[config.mk]
export PLATFORM = sky130hd
export DESIGN_NAME = wb_commit_unit_flat
export DESIGN_NICKNAME = d
export VERILOG_FILES = /design/src/rtl/wb_commit_if.sv /design/src/rtl/wb_commit_unit.sv /design/src/flat_wrapper.sv
export SDC_FILE = /design/constraint.sdc
export NUM_CORES = 1
export LEC_CHECK = 0
export CAP_MARGIN = 20
export CORE_MARGIN = 3
export CORE_UTILIZATION = 45
export DETAILED_ROUTE_END_ITERATION = 6
export HOLD_SLACK_MARGIN = 0.05
export PLACE_DENSITY = 0.81
export RECOVER_POWER = 50
export SLEW_MARGIN = 30
export SYNTH_ARGS = -nofsm -noshare
export SYNTH_HDL_FRONTEND = slang
export SYNTH_SLANG_ARGS = --single-unit
[constraint.sdc]
create_clock -name clk -period 2.6 [get_ports clk]
set_input_delay 0.39 -clock clk [delete_from_list [all_inputs] [get_ports clk]]
set_output_delay 0.39 -clock clk [all_outputs]
set_load 0.05 [all_outputs]
[src/rtl/wb_commit_if.sv]
// Writeback commit port bundle: MEM-stage offer, dmem load response,
// register-file write port and hazard-unit status.
interface wb_commit_if #(
    parameter int XLEN = 32
);
    logic            in_valid;
    logic            in_ready;
    logic [4:0]      in_rd;
    logic            in_reg_write;
    logic            in_is_load;
    logic [2:0]      in_funct3;
    logic [1:0]      in_addr_lo;
    logic [XLEN-1:0] in_result;
    logic            dmem_rvalid;
    logic [XLEN-1:0] dmem_rdata;
    logic [4:0]      rd_wb;
    logic [XLEN-1:0] rd_wb_data;
    logic            RegWrite_WB;
    logic            pend_valid;
    logic [4:0]      pend_rd;
    logic            load_err;

    modport slave (
        input  in_valid, in_rd, in_reg_write, in_is_load, in_funct3,
               in_addr_lo, in_result, dmem_rvalid, dmem_rdata,
        output in_ready, rd_wb, rd_wb_data, RegWrite_WB, pend_valid,
               pend_rd, load_err
    );

    modport master (
        output in_valid, in_rd, in_reg_write, in_is_load, in_funct3,
               in_addr_lo, in_result, dmem_rvalid, dmem_rdata,
        input  in_ready, rd_wb, rd_wb_data, RegWrite_WB, pend_valid,
               pend_rd, load_err
    );
endinterface

[src/rtl/wb_commit_unit.sv]
// RV32I writeback commit stage: commits ALU results, waits for load data
// with a timeout, formats it and drives a registered register-file write.
module wb_commit_unit #(
    parameter int XLEN    = 32,
    parameter int TIMEOUT = 64
) (
    input  logic       clk,
    input  logic       rst,
    wb_commit_if.slave bus
);
    localparam int TW = $clog2(TIMEOUT);
    localparam logic [TW-1:0] TLAST = TW'(TIMEOUT - 1);

    typedef enum logic {
        IDLE,
        LOAD_WAIT
    } state_e;

    state_e state_q, state_d;

    logic [TW-1:0]   timer_q, timer_d;
    logic [4:0]      lrd_q, lrd_d;
    logic            lrw_q, lrw_d;
    logic [2:0]      lf3_q, lf3_d;
    logic [1:0]      llo_q, llo_d;
    logic            we_q, we_d;
    logic [4:0]      rd_q, rd_d;
    logic [XLEN-1:0] data_q, data_d;
    logic            err_q, err_d;
    logic            pv_q, pv_d;
    logic [4:0]      prd_q, prd_d;

    function automatic logic [XLEN-1:0] fmt_load(input logic [2:0] f3,
                                                 input logic [1:0] lo,
                                                 input logic [XLEN-1:0] w);
        logic [7:0]  b;
        logic [15:0] h;
        b = w[{lo, 3'b000} +: 8];
        h = lo[1] ? w[31:16] : w[15:0];
        case (f3)
            3'b000:  return {{(XLEN-8){b[7]}}, b};
            3'b001:  return {{(XLEN-16){h[15]}}, h};
            3'b100:  return {{(XLEN-8){1'b0}}, b};
            3'b101:  return {{(XLEN-16){1'b0}}, h};
            default: return w;
        endcase
    endfunction

    always_ff @(posedge clk or posedge rst) begin : state_reg
        if (rst) state_q <= IDLE;
        else     state_q <= state_d;
    end

    always_comb begin : next_state
        state_d = state_q;
        case (state_q)
            IDLE:      if (bus.in_valid && bus.in_is_load) state_d = LOAD_WAIT;
            LOAD_WAIT: if (bus.dmem_rvalid || timer_q == TLAST) state_d = IDLE;
            default:   state_d = IDLE;
        endcase
    end

    always_comb begin : outputs
        bus.in_ready = (state_q == IDLE);
        we_d    = 1'b0;
        err_d   = 1'b0;
        rd_d    = rd_q;
        data_d  = data_q;
        timer_d = timer_q;
        lrd_d   = lrd_q;
        lrw_d   = lrw_q;
        lf3_d   = lf3_q;
        llo_d   = llo_q;
        case (state_q)
            IDLE: begin
                if (bus.in_valid) begin
                    if (bus.in_is_load) begin
                        lrd_d   = bus.in_rd;
                        lrw_d   = bus.in_reg_write;
                        lf3_d   = bus.in_funct3;
                        llo_d   = bus.in_addr_lo;
                        timer_d = '0;
                    end else if (bus.in_reg_write && bus.in_rd != '0) begin
                        we_d   = 1'b1;
                        rd_d   = bus.in_rd;
                        data_d = bus.in_result;
                    end
                end
            end
            LOAD_WAIT: begin
                // A response on the final timer cycle still commits.
                if (bus.dmem_rvalid) begin
                    if (lrw_q && lrd_q != '0) begin
                        we_d   = 1'b1;
                        rd_d   = lrd_q;
                        data_d = fmt_load(lf3_q, llo_q, bus.dmem_rdata);
                    end
                end else if (timer_q == TLAST) begin
                    err_d = 1'b1;
                end else begin
                    timer_d = timer_q + 1'b1;
                end
            end
            default: ;
        endcase
        pv_d  = (state_d == LOAD_WAIT);
        prd_d = pv_d ? lrd_d : '0;
    end

    always_ff @(posedge clk or posedge rst) begin : datapath_reg
        if (rst) begin
            timer_q <= '0;
            lrd_q   <= '0;
            lrw_q   <= 1'b0;
            lf3_q   <= '0;
            llo_q   <= '0;
            we_q    <= 1'b0;
            rd_q    <= '0;
            data_q  <= '0;
            err_q   <= 1'b0;
            pv_q    <= 1'b0;
            prd_q   <= '0;
        end else begin
            timer_q <= timer_d;
            lrd_q   <= lrd_d;
            lrw_q   <= lrw_d;
            lf3_q   <= lf3_d;
            llo_q   <= llo_d;
            we_q    <= we_d;
            rd_q    <= rd_d;
            data_q  <= data_d;
            err_q   <= err_d;
            pv_q    <= pv_d;
            prd_q   <= prd_d;
        end
    end

    assign bus.RegWrite_WB = we_q;
    assign bus.rd_wb       = rd_q;
    assign bus.rd_wb_data  = data_q;
    assign bus.load_err    = err_q;
    assign bus.pend_valid  = pv_q;
    assign bus.pend_rd     = prd_q;
endmodule

[src/flat_wrapper.sv]
// flat-port wrapper written by rule: the top's interface ports become plain ports
module wb_commit_unit_flat 
#(
    parameter int XLEN    = 32,
    parameter int TIMEOUT = 64
)
  (clk, rst, bus_in_valid, bus_in_rd, bus_in_reg_write, bus_in_is_load, bus_in_funct3, bus_in_addr_lo, bus_in_result, bus_dmem_rvalid, bus_dmem_rdata, bus_in_ready, bus_rd_wb, bus_rd_wb_data, bus_RegWrite_WB, bus_pend_valid, bus_pend_rd, bus_load_err);
  wb_commit_if #(.XLEN(XLEN)) bus_i ();
  input  logic clk;
  input  logic rst;
  input wire logic [$bits(bus_i.in_valid)-1:0] bus_in_valid;
  input wire logic [$bits(bus_i.in_rd)-1:0] bus_in_rd;
  input wire logic [$bits(bus_i.in_reg_write)-1:0] bus_in_reg_write;
  input wire logic [$bits(bus_i.in_is_load)-1:0] bus_in_is_load;
  input wire logic [$bits(bus_i.in_funct3)-1:0] bus_in_funct3;
  input wire logic [$bits(bus_i.in_addr_lo)-1:0] bus_in_addr_lo;
  input wire logic [$bits(bus_i.in_result)-1:0] bus_in_result;
  input wire logic [$bits(bus_i.dmem_rvalid)-1:0] bus_dmem_rvalid;
  input wire logic [$bits(bus_i.dmem_rdata)-1:0] bus_dmem_rdata;
  output wire logic [$bits(bus_i.in_ready)-1:0] bus_in_ready;
  output wire logic [$bits(bus_i.rd_wb)-1:0] bus_rd_wb;
  output wire logic [$bits(bus_i.rd_wb_data)-1:0] bus_rd_wb_data;
  output wire logic [$bits(bus_i.RegWrite_WB)-1:0] bus_RegWrite_WB;
  output wire logic [$bits(bus_i.pend_valid)-1:0] bus_pend_valid;
  output wire logic [$bits(bus_i.pend_rd)-1:0] bus_pend_rd;
  output wire logic [$bits(bus_i.load_err)-1:0] bus_load_err;
  assign bus_i.in_valid = bus_in_valid;
  assign bus_i.in_rd = bus_in_rd;
  assign bus_i.in_reg_write = bus_in_reg_write;
  assign bus_i.in_is_load = bus_in_is_load;
  assign bus_i.in_funct3 = bus_in_funct3;
  assign bus_i.in_addr_lo = bus_in_addr_lo;
  assign bus_i.in_result = bus_in_result;
  assign bus_i.dmem_rvalid = bus_dmem_rvalid;
  assign bus_i.dmem_rdata = bus_dmem_rdata;
  assign bus_in_ready = bus_i.in_ready;
  assign bus_rd_wb = bus_i.rd_wb;
  assign bus_rd_wb_data = bus_i.rd_wb_data;
  assign bus_RegWrite_WB = bus_i.RegWrite_WB;
  assign bus_pend_valid = bus_i.pend_valid;
  assign bus_pend_rd = bus_i.pend_rd;
  assign bus_load_err = bus_i.load_err;
  wb_commit_unit #(.XLEN(XLEN), .TIMEOUT(TIMEOUT)) u_core (.clk(clk), .rst(rst), .bus(bus_i));
endmodule
==> flow_summary_export.csv, run 1 <==
group,metric,value,unit
die,rows,30,
clocking,clockRootBuffer,"clkbuf_8",
layout,layout_commonest_cell,"clkdlybuf4s50_1",
power,vdd_drop_max,0.5316,mV
power,powerDensity,941.9,nW/µm²
detailed_routing,topRoutingLayerUsed,"met4",
worst_setup_path,path_class,"reg2reg",
die,start_util,0.4768,
worst_setup_path,cp_max_fo,18,
detailed_routing,vias,3384,
worst_setup_path,arrival,2.32,ns
timing,finalHoldViolations,0,
placement,io_buffers,125,
detailed_routing,avgRoutedWirePerCell,17.47,µm
layout,finalNetCount,593,
timing,worst_pin_slew,1.543,ns
worst_setup_path,cp-end-kind,"flop",
worst_hold_path,hold_path_depth,2,
worst_setup_path,worst-path-buf-inv,2,
logic_synthesis,yosys_warnings,0,
worst_setup_path,required,2.83,ns
worst_setup_path,rr_endpoint,"u_core.bus.rd_wb_data[19]",
logic_synthesis,syn_area_per_cell,8.516,µm²
detailed_routing,postRouteAntennaNets,0,
job,cap_violations,1,
global_routing,grt-ovfl-total,0,
timing,clock-skew-final,0.008429,ns
detailed_routing,wl_met1,4444,µm
layout,drive_gt1_frac,0.05996,
timing,rsz0062_at_grt,"false",
clocking,cts_hold_buf,0,
die,ioPinCount,126,
timing,finalCriticalPeriod,2.088,ns
power,p_leak,2.158,nW
timing,setup_tns,0,ns
clocking,clk_pin_slew,0.08,ns
worst_setup_path,setup.worst_path.start_class,"flop",
clocking,cts_buffers,9,
worst_setup_path,cp_top_family,"compound AO/OA/AOI/OAI gates",
clocking,cts_setup_buffers,0,
detailed_routing,vias_per_cell,5.520,
worst_setup_path,r2r-start,"u_core.llo_q[1]",
clocking,clk_latency,0.35,ns
detailed_routing,wirelength,10710,µm
layout,multi_input_area,1573,µm²
placement,pre_cts_ws,0.3325,ns
global_routing,grt_max_degree,63,
global_routing,grtUsageTotal,0.2635,
worst_hold_path,min_from,"u_core.bus.rd_wb_data[25]",
die,die_w,92.24,µm
clocking,cts_resized,0,
timing,fmax,479.0,MHz
logic_synthesis,ys_seq_area_frac,0.4636,
die,die_h,92.24,µm
layout,layout_common_cells,"115 x clkdlybuf4s50_1, 62 x dfrtp_1, 57 x nand2_1",
placement,routabilityCongestion,0.9255,
outcome,violations,"capacitance limit, slew limit",
detailed_routing,drt_iter0_drc,261,
placement,dp_hpwl,7903,µm
outcome,status,"finished with violations",
clocking,cts_tree,"built",
global_routing,antenna_found_initial,0,
logic_synthesis,ys_ff_latch,62,
logic_synthesis,syn_inst,393,
worst_setup_path,crit_chain,"buf_4, mux2_1, and3_1, a211oi_2, buf_4, a21boi_0, o21ai_1",
layout,seq_area,1551,µm²
layout,syn2layout_area_growth,45.31,%
layout,fillers,566,
die,dieArea,8508,µm²
worst_setup_path,r2r_cells,7,
worst_setup_path,setup.worst_path.start,"u_core.llo_q[1]",
worst_hold_path,worstHoldPathType,"reg2reg",
global_routing,grt_pass1_wl,17600,µm
global_routing,grt_pass1_vias,3355,
timing,period_share,0.8029,
detailed_routing,met3_length,824,µm
die,coreArea,7019,µm²
logic_synthesis,syn-cell-area,3347,µm²
layout,diodes,0,
detailed_routing,wl_met2,5199,µm
worst_setup_path,slowest_delay,0.40,ns
timing,setup_violations,0,
clocking,cts.path.max_buffers,2,
clocking,htree_levels,3,
logic_synthesis,syn-num-nets,474,
clocking,clkSinkCount,62,
timing,final_max_slew_viol_count,63,
worst_hold_path,min_to,"u_core.bus.rd_wb_data[25]",
detailed_routing,first_pass_iters,7,
worst_setup_path,rrSetupSlack,0.51,ns
worst_setup_path,timing.critical_path.mode_cell,"buf_4",
logic_synthesis,synth_cell_types,40,
worst_setup_path,cp_slowest_cell,"dfrtp_1",
timing,maxSlewHeadroom,-0.02856,
detailed_routing,drc,0,
timing,whs,0.4879,ns
timing,timing.final.ws_setup,0.5125,ns
[state kept, by name, indices dropped and copies added, names as in the netlist]
register                cells
u_core.state_q              1
u_core.llo_q                2
u_core.timer_q              6
u_core.lrd_q                5
u_core.bus.load_err         1
u_core.lrw_q                1
u_core.bus.pend_rd          5
u_core.bus.rd_wb_data      32
u_core.bus.rd_wb            5
u_core.bus.RegWrite_WB      1
u_core.lf3_q                3
[metrics by stage]
stage          utilization  instances  total power (W)  cell area [µm²]
2_1_floorplan            -        393         0.002880             3347
3_3_place_gp        0.6663        597         0.003671             4677
3_5_place_dp        0.6663        597         0.003728             4677
4_1_cts             0.6955        613         0.004614             4882
5_1_grt             0.6929        613         0.004815             4863
6_report            0.6929        613         0.004581             4863
[tightest hold or removal path: cells and delay by family, from the launching register on]
kind	cells	cell delay [ns]
flip-flops	1	0.35
AO/OA/AOI/OAI	1	0.06
AND/OR/NAND/NOR	1	0.05
[cell families after synthesis]
family	Yosys count	share of synthesized area
XOR/XNOR	4	0.01047
flip-flops	62	0.4636
AO/OA/AOI/OAI	137	0.2572
multiplexers	9	0.02729
buffers and inverters	50	0.06654
AND/OR/NAND/NOR	130	0.1712
adder cells (fa/ha/maj)	1	0.003738
[how the worst max path moves through the flow]
stage,end,slack (ns),cells past startpoint
floorplan,u_core.bus.pend_rd[0],0.61,7
global placement,u_core.bus.rd_wb_data[31],0.45,7
detailed placement,u_core.bus.rd_wb_data[19],0.33,7
CTS,u_core.bus.rd_wb_data[19],0.54,7
global route,u_core.bus.rd_wb_data[15],0.33,3
finish,u_core.bus.rd_wb_data[19],0.51,7
[Yosys cell counts]
cell,n,share of area
dfrtp_1,62,0.46
nand2_1,57,0.064
nor2_1,34,0.038
a21oi_1,26,0.039
o21ai_0,26,0.039
inv_1,22,0.025
a21boi_0,16,0.036
o21ai_1,16,0.024
clkbuf_1,14,0.016
nand2b_1,11,0.021
o22ai_1,10,0.019
a211oi_1,8,0.018
a21o_1,8,0.018
a22oi_1,8,0.018
mux2i_1,8,0.024
nor3_1,8,0.012
o21bai_1,8,0.018
o2111ai_1,7,0.018
buf_2,6,0.0090
nand3_1,6,0.0090
and2_1,5,0.0093
xnor2_1,4,0.010
and3_1,3,0.0056
buf_6,3,0.010
buf_1,2,0.0022
a211oi_2,1,0.0037
a21boi_1,1,0.0022
a221oi_1,1,0.0026
buf_4,1,0.0022
clkbuf_2,1,0.0015
ha_1,1,0.0037
inv_2,1,0.0011
mux2_1,1,0.0034
nand3_2,1,0.0030
nor2b_1,1,0.0019
nor4_1,1,0.0019
o31ai_1,1,0.0022
or2_2,1,0.0019
or3_1,1,0.0019
or4_1,1,0.0022
[layout make-up]
type | count | area share
clock inverters | 7 | 0.01672
multi-input cells | 281 | 0.3234
clock buffers | 9 | 0.02547
flip-flops and latches | 62 | 0.3190
well taps | 96 | 0.02470
repair buffers | 135 | 0.2730
inverters | 23 | 0.01775
[where the power goes]
part	leakage, nW	switching, W	internal (W)
sequential	0.777	0.000197	0.00125
clock	0.100	0.000429	0.000454
combinational	1.28	0.00146	0.000789
[layer usage]
layer | up-vias | track usage
met4 | 0 | 0.1077
met3 | 18 | 0.04676
li1 | 1595 | -
met2 | 159 | 0.4197
met5 | - | 0
met1 | 1612 | 0.3548
(Power assumes the default switching activity.)
==> run 2: changes to the inputs <==
- clock period: 2.6 -> 2.1 ns (I/O delays scaled with it)
==> flow_summary_export.csv, run 2 (same netlist as run 1, synthesis figures left out) <==
group,metric,value,unit
outcome,status,"complete, no violations",
worst_setup_path,arrival,2.22,ns
die,die_h,92.24,µm
die,die_w,92.24,µm
clocking,clockRootBuffer,"clkbuf_8",
layout,finalNetCount,600,
timing,rsz0062_at_grt,"false",
detailed_routing,met3_length,870,µm
detailed_routing,wl_met2,5130,µm
placement,place_area,4742,µm²
worst_setup_path,setup.worst_path.start_class,"flop",
job,cap_violations,0,
clocking,cts_tree,"built",
layout,layout_common_cells,"117 x clkdlybuf4s50_1, 62 x dfrtp_1, 57 x nand2_1",
detailed_routing,topRoutingLayerUsed,"met4",
timing,worst_pin_slew,1.489,ns
detailed_routing,drt_iter0_drc,184,
layout,largest_reg_flops,32,
detailed_routing,wirelength,10670,µm
placement,io_buffers,125,
timing,clock-skew-final,0.007205,ns
power,p_total,0.005670,W
global_routing,grtUsageTotal,0.2571,
worst_setup_path,path_class,"reg2reg",
detailed_routing,vias_per_cell,5.423,
clocking,cts_buffers,9,
layout,drive_gt1_frac,0.06679,
layout,postLayoutCoreUtil,0.6998,
layout,layout_commonest_cell,"clkdlybuf4s50_1",
die,dieArea,8508,µm²
timing,finalCriticalPeriod,1.984,ns
worst_setup_path,required,2.34,ns
worst_setup_path,cp_max_fo,22,
global_routing,grt_pass1_wl,17210,µm
timing,fmax,504.1,MHz
die,start_util,0.4768,
global_routing,grt-ovfl-total,0,
detailed_routing,postRouteAntennaNets,0,
detailed_routing,wl_met1,4501,µm
layout,diodes,0,
clocking,clk_latency,0.34,ns
layout,finalInstanceArea,4912,µm²
global_routing,grt_pass1_vias,3351,
placement,dp_hpwl,7876,µm
clocking,clk_pin_slew,0.08,ns
die,coreArea,7019,µm²
die,rows,30,
power,p_leak,2.180,nW
global_routing,grt_max_degree,40,
placement,routabilityCongestion,0.8904,
power,vdd_drop_max,0.7355,mV
detailed_routing,avgRoutedWirePerCell,17.21,µm
layout,syn2layout_area_growth,46.77,%
die,ioPinCount,126,
timing,maxSlewHeadroom,0.007444,
detailed_routing,drc,0,
timing,period_share,0.9446,
timing,setup_violations,0,
worst_hold_path,worstHoldPathType,"reg2reg",
clocking,htree_levels,3,
clocking,cts.path.max_buffers,2,
power,powerDensity,1154,nW/µm²
worst_setup_path,cp-end-kind,"flop",
global_routing,antenna_found_initial,0,
clocking,clkSinkCount,62,
timing,final_max_slew_viol_count,0,
detailed_routing,first_pass_iters,5,
detailed_routing,vias,3362,
timing,finalHoldViolations,0,
==> run 2: cell type report <==
type                            count  area (µm²)
Sequential cell                    62        1551
Clock buffer                        9       123.9
Fill cell                         566        2107
Timing Repair Buffer              142        1376
Multi-Input combinational cell    281        1573
Clock inverter                      7       81.33
Inverter                           23       86.33
Tap cell                           96       120.1
==> run 2: power by group <==
| part | switching (W) | internal, W |
|---|---|---|
| combinational | 0.00182 | 0.000986 |
| clock | 0.000532 | 0.000562 |
| sequential | 0.000221 | 0.00155 |
| total | 0.00257 | 0.00310 |
==> run 2: per-stage QoR <==
step	setup TNS [ns]	instances	setup slack (ns)	hold slack (ns)
2_1_floorplan	0	393	0.1142	0.4204
3_3_place_gp	-0.06702	604	-0.03927	0.4607
3_5_place_dp	-0.8876	604	-0.1499	0.4650
4_1_cts	0	620	0.08920	0.3412
5_1_grt	0	620	0.001537	0.4926
6_report	0	620	0.1163	0.4812
==> run 2: worst paths after layout <==
kind,startpoint,to,slack [ns],cells past startpoint
min in group asynchronous,rst,u_core.bus.rd_wb_data[28],0.58,3
setup reg to reg,u_core.lrd_q[2],u_core.bus.rd_wb_data[9],0.12,6
hold / removal,u_core.bus.rd_wb_data[26],u_core.bus.rd_wb_data[26],0.48,2
setup / recovery,u_core.lrd_q[2],u_core.bus.rd_wb_data[9],0.12,6
max in group asynchronous,rst,u_core.bus.rd_wb_data[14],0.42,3
hold reg to reg,u_core.bus.rd_wb_data[26],u_core.bus.rd_wb_data[26],0.48,2
==> run 2: worst max-delay path, stage by stage, from the launching register on <==
cell and delay [ns]:
dfrtp_1 0.41, or4_1 0.52, or3_1 0.34, nand3_2 0.13, buf_6 0.21, a211oi_1 0.07, a21o_1 0.19
==> run 2: per-layer routing <==
layer  global-route usage  vias to the layer above
met5                    0                        -
met4              0.08540                        0
met3              0.06399                       16
met2               0.4191                      136
met1               0.3347                     1596
li1                     -                     1614
==> run 2: what timing repair did <==
item / in CTS / in global routing
resized for setup: 0 / 2
endpoints found under the setup margin: 0 / 9
buffers inserted: 0 / 0
hold buffers: 0 / 0
==> run 3: changes to the inputs <==
- TNS_END_PERCENT: unset -> 20
==> results of run 3 <==
No change in the layout: final DEF, timing and power equal those of run 2.
